==> src/rtl/regbus_pkg.sv <==
// ---------------------------------------------------------------------------
// regbus_pkg
// Shared definitions for the register-file bus: default address/data widths
// (also used by the regfile_* responders), the host command opcodes and the
// regbus_master state encoding.
//
// Optional feature macro: REGBUS_RMW_EN (adds the RMW_WR state).
// ---------------------------------------------------------------------------
package regbus_pkg;

  localparam int REGBUS_AW = 14;
  localparam int REGBUS_DW = 16;

  typedef enum logic [1:0] {
    OP_WR   = 2'd0,
    OP_RD   = 2'd1,
    OP_POLL = 2'd2,
    OP_RMW  = 2'd3
  } regbus_op_e;

  typedef enum logic [2:0] {
    ST_IDLE,
    ST_WR,
    ST_RD,
    ST_RD_WAIT,
    ST_CHK,
    ST_GAP,
    ST_RESP
`ifdef REGBUS_RMW_EN
    , ST_RMW_WR
`endif
  } regbus_state_e;

  // Width of a counter that must hold values 0..max_val (at least 1 bit).
  function automatic int cnt_width(input int max_val);
    return (max_val < 1) ? 1 : $clog2(max_val + 1);
  endfunction

endpackage

==> src/rtl/regbus_master.sv <==
// ---------------------------------------------------------------------------
// regbus_master
// Initiator for the register-file bus. Takes WRITE / READ / POLL / RMW
// commands over a valid/ready stream, runs the bus cycles and returns exactly
// one response per command, in order, with no command/response overlap.
//
// Optional feature macro: REGBUS_RMW_EN
//   defined   : op 3 = read, then write (rd & ~mask) | (data & mask)
//   undefined : op 3 is rejected with rsp_err=1, no bus activity
//
// Ports
//   clk, rst_n            bus clock, asynchronous active-low reset
//   cmd_valid/cmd_ready   command handshake (ready only in IDLE)
//   cmd_op/addr/data/mask command fields, latched on accept
//   rsp_valid/rsp_ready   response handshake, held until accepted
//   rsp_data/rsp_err      read data (0 for WRITE), timeout/illegal-op flag
//   wr_en/rd_en           one-cycle bus strobes, never together
//   addr/write_data       bus address and write data, held when idle
//   read_data             shared combinational read mux from the regfiles
// ---------------------------------------------------------------------------
module regbus_master
  import regbus_pkg::*;
#(
  parameter int AW       = REGBUS_AW,
  parameter int DW       = REGBUS_DW,
  parameter int RD_LAT   = 0,
  parameter int POLL_MAX = 256,
  parameter int POLL_GAP = 4
) (
  input  logic          clk,
  input  logic          rst_n,
  input  logic          cmd_valid,
  output logic          cmd_ready,
  input  logic [1:0]    cmd_op,
  input  logic [AW-1:0] cmd_addr,
  input  logic [DW-1:0] cmd_data,
  input  logic [DW-1:0] cmd_mask,
  output logic          rsp_valid,
  input  logic          rsp_ready,
  output logic [DW-1:0] rsp_data,
  output logic          rsp_err,
  output logic          wr_en,
  output logic          rd_en,
  output logic [AW-1:0] addr,
  output logic [DW-1:0] write_data,
  input  logic [DW-1:0] read_data
);

  localparam int ATT_W    = $clog2(POLL_MAX + 1);
  localparam int WAIT_MAX = (RD_LAT > POLL_GAP) ? RD_LAT : POLL_GAP;
  localparam int WAIT_W   = cnt_width(WAIT_MAX);

  localparam logic [ATT_W-1:0]  ATT_LAST = ATT_W'(POLL_MAX);
  localparam logic [WAIT_W-1:0] RD_LAST  = WAIT_W'((RD_LAT > 0) ? RD_LAT - 1 : 0);
  localparam logic [WAIT_W-1:0] GAP_LAST = WAIT_W'((POLL_GAP > 0) ? POLL_GAP - 1 : 0);

  regbus_state_e     state_q, state_d, after_read;
  regbus_op_e        op_q;
  logic [DW-1:0]     cmd_data_q, cmd_mask_q;
  logic [ATT_W-1:0]  att_q;
  logic [WAIT_W-1:0] wait_q;

  logic accept, rd_done, poll_match, poll_done;

  assign accept = (state_q == ST_IDLE) && cmd_valid;

  // The read mux is sampled on the edge that ends the last read cycle:
  // the RD cycle itself when RD_LAT is 0, else the last RD_WAIT cycle.
  assign rd_done = ((state_q == ST_RD) && (RD_LAT == 0)) ||
                   ((state_q == ST_RD_WAIT) && (wait_q == RD_LAST));

  // The captured read value lives in rsp_data, so CHK compares against it.
  assign poll_match = ((rsp_data ^ cmd_data_q) & cmd_mask_q) == '0;
  assign poll_done  = poll_match || (att_q == ATT_LAST);

  // ------------------------------------------------------------------
  // Next-state and strobe decode
  // ------------------------------------------------------------------
  always_comb begin
    // NOTE: every output of this block gets a default first, so no path
    // through the case leaves one unassigned and no latch is inferred.
    state_d   = state_q;
    cmd_ready = 1'b0;
    rsp_valid = 1'b0;
    wr_en     = 1'b0;
    rd_en     = 1'b0;

    after_read = ST_RESP;
    if (op_q == OP_POLL) after_read = ST_CHK;
`ifdef REGBUS_RMW_EN
    if (op_q == OP_RMW) after_read = ST_RMW_WR;
`endif

    case (state_q)
      ST_IDLE: begin
        cmd_ready = 1'b1;
        if (cmd_valid) begin
          case (regbus_op_e'(cmd_op))
            OP_WR:   state_d = ST_WR;
            OP_RD:   state_d = ST_RD;
            OP_POLL: state_d = ST_RD;
`ifdef REGBUS_RMW_EN
            OP_RMW:  state_d = ST_RD;
`else
            OP_RMW:  state_d = ST_RESP;
`endif
            default: state_d = ST_RESP;
          endcase
        end
      end
      ST_WR: begin
        wr_en   = 1'b1;
        state_d = ST_RESP;
      end
      ST_RD: begin
        rd_en   = 1'b1;
        state_d = (RD_LAT > 0) ? ST_RD_WAIT : after_read;
      end
      ST_RD_WAIT: begin
        if (wait_q == RD_LAST) state_d = after_read;
      end
      ST_CHK: begin
        if (poll_done)         state_d = ST_RESP;
        else if (POLL_GAP > 0) state_d = ST_GAP;
        else                   state_d = ST_RD;
      end
      ST_GAP: begin
        if (wait_q == GAP_LAST) state_d = ST_RD;
      end
`ifdef REGBUS_RMW_EN
      ST_RMW_WR: begin
        wr_en   = 1'b1;
        state_d = ST_RESP;
      end
`endif
      ST_RESP: begin
        rsp_valid = 1'b1;
        if (rsp_ready) state_d = ST_IDLE;
      end
      default: state_d = ST_IDLE;
    endcase
  end

  // ------------------------------------------------------------------
  // State register. Strobes decode from state, so an async reset drops
  // any in-flight wr_en/rd_en immediately.
  // ------------------------------------------------------------------
  always_ff @(posedge clk or negedge rst_n) begin
    // NOTE: sequential state always uses non-blocking assignments so every
    // register samples pre-edge values regardless of block ordering.
    if (!rst_n) state_q <= ST_IDLE;
    else        state_q <= state_d;
  end

  // ------------------------------------------------------------------
  // Command latch, bus drivers, counters and response registers
  // ------------------------------------------------------------------
  always_ff @(posedge clk or negedge rst_n) begin
    if (!rst_n) begin
      op_q       <= OP_WR;
      cmd_data_q <= '0;
      cmd_mask_q <= '0;
      addr       <= '0;
      write_data <= '0;
      att_q      <= '0;
      wait_q     <= '0;
      rsp_data   <= '0;
      rsp_err    <= 1'b0;
    end else begin
      // Shared wait counter: runs while parked in RD_WAIT or GAP, and
      // restarts from 0 on every state change.
      if ((state_d == state_q) &&
          ((state_q == ST_RD_WAIT) || (state_q == ST_GAP)))
        wait_q <= wait_q + WAIT_W'(1);
      else
        wait_q <= '0;

      if (accept) begin
        op_q       <= regbus_op_e'(cmd_op);
        cmd_data_q <= cmd_data;
        cmd_mask_q <= cmd_mask;
        addr       <= cmd_addr;
        att_q      <= '0;
        rsp_data   <= '0;
`ifdef REGBUS_RMW_EN
        rsp_err    <= 1'b0;
`else
        rsp_err    <= (regbus_op_e'(cmd_op) == OP_RMW);
`endif
        if (regbus_op_e'(cmd_op) == OP_WR) write_data <= cmd_data;
      end

      if (state_q == ST_RD) att_q <= att_q + ATT_W'(1);

      if (rd_done) begin
        rsp_data <= read_data;
`ifdef REGBUS_RMW_EN
        if (op_q == OP_RMW)
          write_data <= (read_data & ~cmd_mask_q) | (cmd_data_q & cmd_mask_q);
`endif
      end

      if ((state_q == ST_CHK) && !poll_match && (att_q == ATT_LAST))
        rsp_err <= 1'b1;
    end
  end

endmodule

==> config.mk <==
export PLATFORM = sky130hd
export DESIGN_NAME = regbus_master
export DESIGN_NICKNAME = d
export VERILOG_FILES = /design/src/rtl/regbus_pkg.sv /design/src/rtl/regbus_master.sv
export SDC_FILE = /design/constraint.sdc
export NUM_CORES = 1
export LEC_CHECK = 0
export BUFFER_PORTS_ARGS = -buffer_cell sky130_fd_sc_hd__clkbuf_2
export CAP_MARGIN = 20
export CORE_MARGIN = 2
export CORE_UTILIZATION = 52
export CTS_CLUSTER_SIZE = 20
export DETAILED_ROUTE_END_ITERATION = 12
export GPL_ROUTABILITY_DRIVEN = 0
export PLACE_DENSITY = 0.82
export SETUP_SLACK_MARGIN = 0.4
export SLEW_MARGIN = 40
export SYNTH_ARGS = -nofsm -noshare
export SYNTH_HDL_FRONTEND = slang
export SYNTH_SLANG_ARGS = --single-unit
==> constraint.sdc <==
create_clock -name clk -period 1.9 [get_ports clk]
set_input_delay 0.38 -clock clk [delete_from_list [all_inputs] [get_ports clk]]
set_output_delay 0.38 -clock clk [all_outputs]
set_load 0.05 [all_outputs]
# Yosys cells after proc, flatten, opt, wreduce, memory -nomap -nowiden
# Cells that the tools add are included.
# word_totals
ff_bits,96
latchBits,0
ram_bits,0
mem_bits_ro,0
in_bits,68
output_inout_bits,51
wordCells,64
mem_count,0
# op_classes
addsub,2
mul,0
div_mod_pow,0
order_cmp,0
eq_ne,13
shift,0
muxes,19
n_bitwise,2
n_reduce_logical,18
# ops
cell,count
$mux 16,2
$pmux 3 s7,1
$mux 9,2
$and 16x16->16,1
$logic_not 16->1,1
$xor 16x16->16,1
$mux 3,5
$add 9x1->9 const B,1
$eq 3x2->1 const B,3
$eq 3x3->1 const B,3
$eq 9x9->1 const B,1
$pmux 3 s3,1
$eq 2x2->1 const B,3
$logic_not 3->1,2
$mux 1,6
$reduce_bool 2->1,3
$logic_and 1x1->1,5
$mux 2,2
$add 3x1->3 const B,1
$eq 3x1->1 const B,1
$eq 3x3->1,1
$logic_or 1x1->1,3
$eq 2x1->1 const B,1
$logic_not 2->1,1
other kinds (3),3

# Logic depth before layout (Yosys ltp)
# logic_depth
ltp_word,9
depth_mapped,9
ltp_nobuf,7

# Least setup slack after synthesis
# Ideal clock, no wire load.
# synth_timing
kind,reg2out
startpoint,register state_q[0]
endpoint,output port wr_en
t_arrival_ns,1.697
required_ns,1.520
setup_slack_ns,-0.177
stages_incl_launch_ff,3
n_path_buf,1
path_cell_list,dfrtp_1 > buf_6 > nor3b_1
# synth_via
elab_chain_cells,2
# synth_rtl
item,line_no,text
"start, declared",regbus_master.sv:57,"regbus_state_e state_q, state_d, after_read;"
"start signal, assigned",regbus_master.sv:152,else state_q <= state_d;
$eq 3x1->1,regbus_master.sv:94,case (state_q)
$mux 1,regbus_master.sv:94,
"end, declared",regbus_master.sv:42,"output logic wr_en,"
# Every way passes these cells.

# Worst setup path after layout
# layout_timing
startpoint,register state_q[2]
endpoint,output port rd_en
# layout_via
elab_chain_cells,2
# layout_rtl
item,line_no,text
$eq 3x2->1,regbus_master.sv:94,
$mux 1,regbus_master.sv:94,
"end, declared",regbus_master.sv:43,"output logic rd_en,"
# Every way passes these cells.

==> results.py <==
metrics = {
    "yosys": {
        "synth_area_leaders": "dfrtp_1 (57%), nand2_1 (14%), mux2_2 (4.0%)",
        "syn_area_per_cell_um2": 10.30,
        "yosysTopAreaCellShare": 0.5747,
        "ys.flop_type": "dfrtp_1",
        "yosys_warnings": 0,
        "syn_area_mm2": 0.004180,
        "synth_cells": 406,
        "yosysMostFrequentCell": "nand2_1",
        "async_flop_share": 1.000,
        "synth-seq-cells": 96,
        "synth_edf_count": 0,
        "synth_area_leader_cell": "dfrtp_1",
        "ys_top_cells_by_count": "nand2_1 (154), dfrtp_1 (96), xor2_1 (18)",
        "synth_cell_types": 43,
        "ys_seq_area_frac": 0.5747,
        "synth_nets": 479,
    },
    "grt": {
        "gr-usage-all-layers": 0.2739,
        "grt_pass1_vias": 3625,
        "grt_pass1_wl_mm": 18.16,
        "antenna_found_initial": 0,
        "grt_max_degree": 37,
        "overflow": 0,
    },
    "worst_setup_path": {
        "critPathRequiredTime_ns": 1.52,
        "critPathTopFamily": "flip-flops",
        "crit_fanout": 3,
        "critPathCaptureType": "primary output",
        "cp_slowest_cell": "dfrtp_2",
        "worst-path-stages": 3,
        "cp_num_buf_inv": 2,
        "cp-start-kind": "flip-flop",
        "reg2regPathDepth": 5,
        "path_cells": "or3b_4, clkinvlp_4, clkbuf_16",
        "crit_type": "flip-flop to primary output",
        "slowest_delay_ns": 0.44,
        "critPathArrivalTime_ns": 1.51,
    },
    "route": {
        "drt-total-wl_mm": 12.87,
        "drt-initial-drc-count": 189,
        "post_drt_via_cell_ratio": 5.536,
        "final_antenna_net_count": 0,
        "avgRoutedWirePerCell_um": 19.20,
        "drt_first_pass_iters": 5,
        "drc": 0,
        "vias": 3709,
    },
    "sta": {
        "tightest_slew_ns": 0.6707,
        "fin_skew_ns": 0.01072,
        "rsz0062_at_grt": "true",
        "fin_crit_sh": 0.9947,
        "finalSetupViolCount": 0,
        "drv_slew": 0,
        "max_slew_margin": 0.5524,
        "hold_viol": 0,
        "whs_ns": 0.2008,
        "max_freq_mhz": 529.1,
        "setup_slack_ns": 0.009976,
        "fin_crit_ns": 1.890,
    },
    "clocking": {
        "path_clk_slew_ns": 0.10,
        "numCtsBuffers": 9,
        "cts_tree": "built",
        "htree_levels": 3,
        "cts_sinks": 96,
        "clk_latency_ns": 0.36,
        "clock-root-buffer": "clkbuf_8",
        "clk_path_buf_depth": 2,
    },
    "die": {
        "fp.dieH_um": 93.66,
        "placementRows": 32,
        "dieArea_mm2": 0.008772,
        "die_w_um": 93.66,
        "core_mm2": 0.007767,
        "start_util": 0.5382,
        "io_pins": 119,
    },
    "status": {
        "status": "finished clean",
    },
    "placed_design": {
        "numPortBuffers": 118,
        "dpl_worst_slack_ns": 0.1568,
        "hpwl_mm": 6.988,
    },
    "layout": {
        "antenna_cells": 0,
        "synthToLayoutAreaGrowth_pct": 41.96,
        "fillers": 503,
        "layout.nets": 636,
        "drive_gt1_frac": 0.4032,
    },
    "worst_hold_path": {
        "holdCritPathClass": "input pin to flip-flop",
        "holdPathStages": 3,
    },
    "power_and_ir_drop": {
        "p_leak_nw": 3.213,
        "peakVddDrop_mv": 1.065,
        "p_per_area_mw_per_mm2": 1855,
    },
    "job": {
        "maxCapViolations": 0,
    },
}
[power breakdown]
part / switching, mW / total, mW / internal [mW]
clock: 0.737 / 1.52 / 0.785
sequential: 0.635 / 3.53 / 2.90
combinational: 3.68 / 5.95 / 2.27
[worst paths after layout]
path                            slack, ns       endpoint        start
min in group asynchronous            0.52       att_q[1]        rst_n
worst max-delay path                 0.01          rd_en   state_q[2]
max in group asynchronous            0.80  cmd_data_q[0]        rst_n
worst min register to register       0.48        addr[4]      addr[4]
worst min-delay path                 0.20  cmd_mask_q[2]  cmd_mask[2]
worst max register to register       0.06  write_data[8]   state_q[2]
[layer usage]
metal | wire length, um | vias up | track usage
li1 | - | 1666 | -
met1 | 5105 | 1815 | 0.3516
met2 | 6449 | 189 | 0.4616
met3 | 948 | 39 | 0.04735
met4 | 362 | 0 | 0.1135
met5 | 0 | - | 0
[cells in the final DEF, fill, tap and decap left out, types with 5 or more instances in the layout]
cell type,count
nand2_1,153
clkbuf_2,110
dfrtp_1,94
buf_4,21
xor2_1,18
a22o_1,16
mux2_4,16
clkbuf_8,10
buf_6,10
nand3_1,8
clkbuf_16,8
a22oi_1,7
nor2_1,6
buf_12,6
inv_1,5
o21ai_1,5
[sequential cells by signal, summed over array words and instances (netlist names)]
signal / count
rsp_err: 1
rsp_data: 16
op_q: 2
state_q: 3
cmd_data_q: 16
wait_q: 3
att_q: 9
addr: 14
write_data: 16
cmd_mask_q: 16
[kinds of logic (layout without fill, tap and decap cells)]
group,after synthesis,after routing,share of synthesized area
buffers and inverters,27,187,0.03442
adders and majority gates,5,5,0.01497
DFF,96,96,0.5747
AOI/OAI and AO/OA,49,49,0.08650
xor gates and xnor gates,18,18,0.03771
and+or+nand+nor,193,195,0.2038
muxes,18,18,0.04789
[worst register-to-register path, stage by stage (launching register included)]
cell	delay, ns
dfrtp_2	0.44
buf_4	0.16
nor3_4	0.26
and2_4	0.35
nand2_8	0.17
mux2_4	0.34
[metrics by stage]
stage	cells	instance area [um2]	utilization	setup TNS (ns)	power, mW
6_report	670	5934	0.7640	0	11.01
2_1_floorplan	406	4257	-	-0.2469	6.919
3_5_place_dp	618	4955	0.6379	0	8.088
4_1_cts	658	5612	0.7225	0	10.33
5_1_grt	670	5934	0.7640	-0.01831	11.52
3_3_place_gp	618	4955	0.6379	0	7.926
[layout make-up]
cell class	instances	area (um2)	share of cell area
flip-flops and latches	96	2405	0.4052
multi-input cells	285	1862	0.3137
repair buffers	164	1279	0.2155
clock buffers	10	137.6	0.02319
well taps	102	127.6	0.02151
clock inverters	6	91.34	0.01539
inverters	7	32.53	0.005482
[repair_timing]
| action | 4_1_cts | 5_1_grt |
|---|---|---|
| endpoints found under the hold margin | 33 | 0 |
| hold buffers | 1 | 0 |
| pin swaps | 7 | 4 |
| setup endpoints to repair | 62 | 101 |
| setup buffers | 17 | 6 |
| resized for setup | 38 | 39 |
| cloned | 6 | 6 |
Note: power is estimated with default switching activity, not from simulation.
